**config.mk**
```make
export PLATFORM = sky130hd
export DESIGN_NAME = zero_share_generator
export DESIGN_NICKNAME = d
export VERILOG_FILES = /design/src/rtl/zero_share_generator.sv
export SDC_FILE = /design/constraint.sdc
export NUM_CORES = 1
export LEC_CHECK = 0
export ABC_CLOCK_PERIOD_IN_PS = 2600
export CORE_UTILIZATION = 53
export CTS_BUF_LIST = sky130_fd_sc_hd__clkbuf_8
export CTS_CLUSTER_SIZE = 16
export DETAILED_ROUTE_END_ITERATION = 10
export PLACE_DENSITY = 0.8
export SYNTH_ARGS = -nofsm -noshare
export SYNTH_HDL_FRONTEND = slang
export SYNTH_SLANG_ARGS = --single-unit
export TNS_END_PERCENT = 30
```
**constraint.sdc**
```tcl
create_clock -name clk -period 2.6 [get_ports clk]
set_input_delay 0.26 -clock clk [delete_from_list [all_inputs] [get_ports clk]]
set_output_delay 0.26 -clock clk [all_outputs]
set_load 0.01 [all_outputs]
```
**src/rtl/zero_share_generator.sv**
```systemverilog
// N-bit zero-sharings (XOR of all bits is 0) from a seeded 32-bit Galois LFSR. ZSG_RANDOMNESS_OFF_EN forces r_out to 0.
// Latency: first r_valid 1 cycle after RUN, then 1/cycle; r_out and LFSR hold while r_valid && !r_ready.
module zero_share_generator #(
    parameter int D             = 2,
    parameter int N             = D + 1,
    parameter int WARMUP_CYCLES = 16
) (
    input  logic         clk,
    input  logic         rst,
    input  logic         seed_valid,
    input  logic [31:0]  seed,
    output logic         seed_ready,
    output logic         r_valid,
    input  logic         r_ready,
    output logic [N-1:0] r_out
);

    typedef enum logic [1:0] {
        IDLE   = 2'd0,
        WARMUP = 2'd1,
        RUN    = 2'd2
    } state_t;

    localparam logic [31:0] TAPS      = 32'h80200003;
    localparam logic [31:0] ZERO_SEED = 32'hACE1ACE1;
    localparam logic [7:0]  WARM_LAST = 8'(WARMUP_CYCLES - 1);
    localparam state_t      SEED_DEST = (WARMUP_CYCLES == 0) ? RUN : WARMUP;

    state_t         r_state;
    logic [31:0]    r_lfsr;
    logic [7:0]     r_cnt;
    logic           r_vld;
    logic [N-1:0]   r_vec;

    state_t         w_state_nxt;
    logic [31:0]    w_lfsr_nxt;
    logic [7:0]     w_cnt_nxt;
    logic           w_vld_nxt;
    logic [N-1:0]   w_vec_nxt;
    logic [31:0]    w_lfsr_step;
    logic [31:0]    w_seed_fix;
    logic [N-1:0]   w_vec;
    logic [N-1:0]   w_vec_out;

    assign w_lfsr_step = (r_lfsr >> 1) ^ (r_lfsr[0] ? TAPS : 32'h0);
    // An all-zero LFSR would lock up, so a zero seed is substituted
    assign w_seed_fix  = (seed == 32'h0) ? ZERO_SEED : seed;

    generate
        if (N == 1) begin : g_single
            assign w_vec = '0;
        end else begin : g_multi
            assign w_vec = {^r_lfsr[N-2:0], r_lfsr[N-2:0]};
        end
    endgenerate

`ifdef ZSG_RANDOMNESS_OFF_EN
    assign w_vec_out = '0;
`else
    assign w_vec_out = w_vec;
`endif

    always_comb begin
        w_state_nxt = r_state;
        w_lfsr_nxt  = r_lfsr;
        w_cnt_nxt   = r_cnt;
        w_vld_nxt   = r_vld;
        w_vec_nxt   = r_vec;
        seed_ready  = 1'b1;
        case (r_state)
            IDLE: begin
                if (seed_valid) begin
                    w_lfsr_nxt  = w_seed_fix;
                    w_cnt_nxt   = 8'd0;
                    w_state_nxt = SEED_DEST;
                end
            end
            WARMUP: begin
                seed_ready = 1'b0;
                w_lfsr_nxt = w_lfsr_step;
                w_cnt_nxt  = r_cnt + 8'd1;
                if (r_cnt == WARM_LAST) begin
                    w_state_nxt = RUN;
                end
            end
            RUN: begin
                // A reseed drops any unaccepted vector; a same-cycle transfer still completes
                if (seed_valid) begin
                    w_lfsr_nxt  = w_seed_fix;
                    w_cnt_nxt   = 8'd0;
                    w_vld_nxt   = 1'b0;
                    w_vec_nxt   = '0;
                    w_state_nxt = SEED_DEST;
                end else if (!r_vld || r_ready) begin
                    w_vec_nxt  = w_vec_out;
                    w_vld_nxt  = 1'b1;
                    w_lfsr_nxt = w_lfsr_step;
                end
            end
            default: begin
                w_state_nxt = IDLE;
            end
        endcase
    end

    always_ff @(posedge clk) begin
        if (!rst) begin
            r_state <= IDLE;
            r_lfsr  <= 32'h0;
            r_cnt   <= 8'd0;
            r_vld   <= 1'b0;
            r_vec   <= '0;
        end else begin
            r_state <= w_state_nxt;
            r_lfsr  <= w_lfsr_nxt;
            r_cnt   <= w_cnt_nxt;
            r_vld   <= w_vld_nxt;
            r_vec   <= w_vec_nxt;
        end
    end

    assign r_valid = r_vld;
    assign r_out   = r_vec;

endmodule

```
======== After elaboration in Yosys (flattened, before gate mapping) ========
Index checks and enable logic that the tools add are counted.
word-level totals
  register bits ........................... 46
  logic and storage cells ................. 43
  output and inout bits ................... 5
  bits of input ports ..................... 36
cells by class
  $add $sub $neg .......................... 1
  reductions and logical operators ........ 13
  equal/unequal tests ..................... 7
  mux-type cells .......................... 16
  bitwise operators ....................... 1
operator list
  cell                                                 number
  2-to-1 mux 32 bit                                    5
  case mux 32 bit (3 select lines)                     1
  zero test 32 bit                                     1
  bitwise XOR 31 x 32 -> 32 bit                        1
  case mux 8 bit (2 select lines)                      1
  adder 8 x 1 -> 8 bit, second input constant          1
  equality test 8 x 4 -> 1 bit, second input constant  1
  2-to-1 mux 8 bit                                     1
  2-to-1 mux 3 bit                                     2
  AND reduction 2 bit                                  3
  2-to-1 mux 2 bit                                     2
  != test 2 bit, second input constant                 2
  case mux 2 bit (2 select lines)                      1
  nonzero test 2 bit                                   2
  2-to-1 mux 1 bit                                     3
  != test 3 bit, second input constant                 1
  AND reduction 3 bit                                  1
  nonzero test 3 bit                                   1
  equality test 2 x 1 -> 1 bit, second input constant  1
  equality test 2 bit, second input constant           1
  zero test 2 bit                                      1
  != test 2 x 1 -> 1 bit, second input constant        1
  OR reduction 2 bit                                   1
  parity 2 bit                                         1
  2 further kinds                                      2

======== Logic depth before layout (Yosys ltp) ========
  word-level depth ........................ 5
  depth in mapped cells ................... 8
  gate-level depth less buffers ........... 7

======== Worst setup path after synthesis ========
Ideal clock, no wire load.
  path kind ............................... flip-flop to flip-flop
  start point ............................. register r_state[0]
  end point ............................... register r_lfsr[17]
  library setup time ...................... 122 ps
  clock period less this slack ............ 1787 ps
  data arrival time ....................... 1665 ps
  stages on the path, launching flop included .. 9
  path buffers ............................ 2
  data required time ...................... 2478 ps
  slack ................................... 813 ps
  path through ............................ dfxtp_1 -> inv_1 -> ha_1 -> buf_6 -> nor2b_4 -> a221o_1 -> buf_6 -> a221oi_2 -> nor3b_2
between the ends
  longest elaborated chain between the ends .. 3
  elaborated cells on any way between the ends .. 8
  classes of those cells .................. 4 x eq/ne; 1 x mux; 3 x reduce/logical
RTL lines
  item                                                   RTL line  RTL
  start: declaration                                     29        state_t r_state;
  start signal: assignment                               114       r_state <= w_state_nxt;
  equality test 2 bit, or another cell as far along      70        case (r_state)
  != test 3 bit (no line), or another cell as far along  n/a
  AND reduction 3 bit (no line)                          n/a
  end signal: assignment                                 115       r_lfsr <= w_lfsr_nxt;
  end: declaration                                       30        logic [31:0] r_lfsr;
Several ways; a longest one is shown, not always the timed one.
A chain may end at the register's enable or synchronous reset.

======== Final worst setup path ========
  start point ............................. register r_state[0]
  end point ............................... register r_lfsr[24]
Same word-level chain as after synthesis.

==> qor.txt <==
==========================================================================================
Worst hold path type                                                          flop to flop
Die outline width                                                                  69.1 um
GR Overflow Total                                                                        0
Number of flops mapped to enable cells by yosys                                          0
Cell area after placement                                                     0.00281 sq mm
Placeable core area                                                           0.00435 sq mm
Largest net degree at the start of global routing                                       34
Clock latency at the later pin of the worst-skew pair                               300 ps
Diodes inserted                                                                          0
Crit. End Element                                                                     flop
Die span in y                                                                      69.1 um
WL per Instance                                                                    14.4 um
Power Density                                                                  711 mW/mm^2
Clock edge transition at the registers on the reported setup and hold paths          80 ps
Worst hold slack after final layout                                                 466 ps
Max capacitance violation total                                                          0
Total track usage                                                                    0.226
Hold_buf cts                                                                             0
Area growth from synthesis to final layout                                           20.8%
Final-report setup violation count                                                       0
CTS tree                                                                               yes
Antenna violations before repair                                                         0
Hold Fails Final Rpt                                                                     0
Crit path launch type                                                                 flop
Total non-filler cell area in the finished layout                             0.00288 sq mm
Die area                                                                      0.00477 sq mm
Number of antenna-violating nets in the routed design                                    0
Total number of yosys warnings                                                           0
Share of final-layout standard cells stronger than drive strength 1                  0.128
Detailed-route wire length                                                         5.16 mm
RSZ-0062 raised after global routing                                                    no
Worst rel slew slack                                                                 0.544
Required time worst endpoint                                                       2780 ps
Overall Power                                                                      2.05 mW
GP Congestion                                                                        0.786
Leakage dissipation                                                                1.06 nW
First DRT Iteration DRCs                                                                99
Post-synth top area cell                                                      sky130_fd_sc_hd__dfxtp_1
Worst Path Arrival                                                                 2220 ps
Max H-tree Level                                                                         2
Post-CTS Setup Bufs                                                                      0
Top_reg_cell synth                                                            sky130_fd_sc_hd__dfxtp_1
Slew Viols, Final                                                                        0
Part of the Yosys area used for sequential elements                                  0.386
Commonest cells in the synthesized netlist                                    sky130_fd_sc_hd__dfxtp_1, sky130_fd_sc_hd__a21oi_1, sky130_fd_sc_hd__nor2_1
Count of vias placed by the detailed router                                          2,082
Count of buffers from port buffering                                                    40
HPWL Detailed                                                                      3.53 mm
Main area contributors after synthesis                                        sky130_fd_sc_hd__dfxtp_1, sky130_fd_sc_hd__a221oi_2, sky130_fd_sc_hd__a21oi_1
Synthesized instance count                                                             270
Global-route wire length before repair                                             8.91 mm
Post-DR vias/cell                                                                     5.83
Clock root cell                                                               sky130_fd_sc_hd__clkbuf_8
Maximum ir drop on the vdd rail                                                   0.375 mV
Mapped Area                                                                   0.00239 sq mm
Final critical path time including I/O delays and setup                            2040 ps
Async set or reset register ratio after synthesis                                        0
Syn nets                                                                               311
Number of clock buffers inserted by TritonCTS                                            5
Largest driver fanout on the critical path                                              21
I/O pin count                                                                           41
Synthesized area per cell                                                       8.84 sq um
Maximum root-to-sink buffer count                                                        2
Netlist cell types                                                                      40
Post_cts resized                                                                         0
Starting Density                                                                     0.548
Net count of the finished layout                                                       346
Highest attainable clock frequency                                                 490 MHz
Area share of the largest cell type after synthesis                                  0.386
Drt drc                                                                                  0
Pre-antenna DRT Iters                                                                    4
Total Negative Setup Slacks                                                           0 ps
Vias in the first global route                                                       1,875
Clock sink count                                                                        46
Pin slew with the least headroom to its limit                                       683 ps
Post-route clock skew                                                              7.68 ps
Count of standard-cell rows                                                             24
Dominant cell by count in the synthesized netlist                             sky130_fd_sc_hd__dfxtp_1
#FFs+latches synth                                                                      46
Critical path type                                                            flop to flop
Outcome                                                                       finished clean
Final core utilization                                                               0.662
Crit share post-route                                                                0.785
==========================================================================================
final timing paths:
kind              startpoint         end  slack (ps)  cells past startpoint
setup / recovery  r_state[0]  r_lfsr[24]         560                      7
hold / removal      r_out[0]    r_out[0]         470                      2
setup reg to reg  r_state[0]  r_lfsr[24]         560                      7
hold reg to reg     r_out[0]    r_out[0]         470                      2
routing by layer:
| metal | GRT usage | routed length (um) |
|---|---|---|
| met1 | 0.314 | 2470 |
| met2 | 0.362 | 2450 |
| met3 | 0.0439 | 189 |
| met4 | 0.0476 | 43 |
| met5 | 0 | 0 |
flip-flops by register name (all words and copies together) (netlist names):
signal / flops
r_lfsr: 32
r_out: 3
r_valid: 1
r_cnt: 8
r_state: 2
per-stage QoR:
stage	setup WS, ps	cells
after floorplan	813	270
after global placement	580	350
after detailed placement	543	350
after CTS	564	357
after global routing	392	357
final	560	357
final cells by class:
| class | count | area (sq um) |
|---|---|---|
| Clock buffer | 5 | 68.8 |
| Clock inverter | 2 | 7.51 |
| Fill cell | 359 | 1470 |
| Inverter | 4 | 15.0 |
| Multi-Input combinational cell | 200 | 1330 |
| Sequential cell | 46 | 921 |
| Tap cell | 52 | 65.1 |
| Timing Repair Buffer | 48 | 473 |
power by group:
| group | internal (mW) | switching (mW) |
|---|---|---|
| Clock | 0.178 | 0.229 |
| Sequential | 0.828 | 0.0859 |
| Combinational | 0.315 | 0.414 |
| Total | 1.32 | 0.728 |
critical path, stage by stage (launching register included):
cell and delay (ps):
sky130_fd_sc_hd__dfxtp_1 400, sky130_fd_sc_hd__inv_1 100, sky130_fd_sc_hd__ha_1 320, sky130_fd_sc_hd__nor2b_4 190
sky130_fd_sc_hd__a221o_1 370, sky130_fd_sc_hd__buf_4 240, sky130_fd_sc_hd__a221oi_1 240, sky130_fd_sc_hd__nor3b_1 70
cell usage in the layout (no fill, tap or decap), types with 6 or more instances in the layout:
master                             n
sky130_fd_sc_hd__nand3_1           6
sky130_fd_sc_hd__nor3b_1          13
sky130_fd_sc_hd__a221oi_2         15
sky130_fd_sc_hd__nor2_1           29
sky130_fd_sc_hd__nand2_1          12
sky130_fd_sc_hd__xor2_1            6
sky130_fd_sc_hd__nor4_1            8
sky130_fd_sc_hd__o21ai_0          25
sky130_fd_sc_hd__clkdlybuf4s50_1  40
sky130_fd_sc_hd__buf_4             7
sky130_fd_sc_hd__o21ai_1          13
sky130_fd_sc_hd__dfxtp_1          46
sky130_fd_sc_hd__a21oi_1          35
logic make-up after synthesis:
logic type / synth area share
AO/OA/AOI/OAI: 0.280
XOR/XNOR: 0.0294
adder cells (fa/ha/maj): 0.0262
buffers and inverters: 0.0561
flip-flops: 0.386
multiplexers: 0.00839
AND/OR/NAND/NOR: 0.214
(Power assumes the default switching activity.)
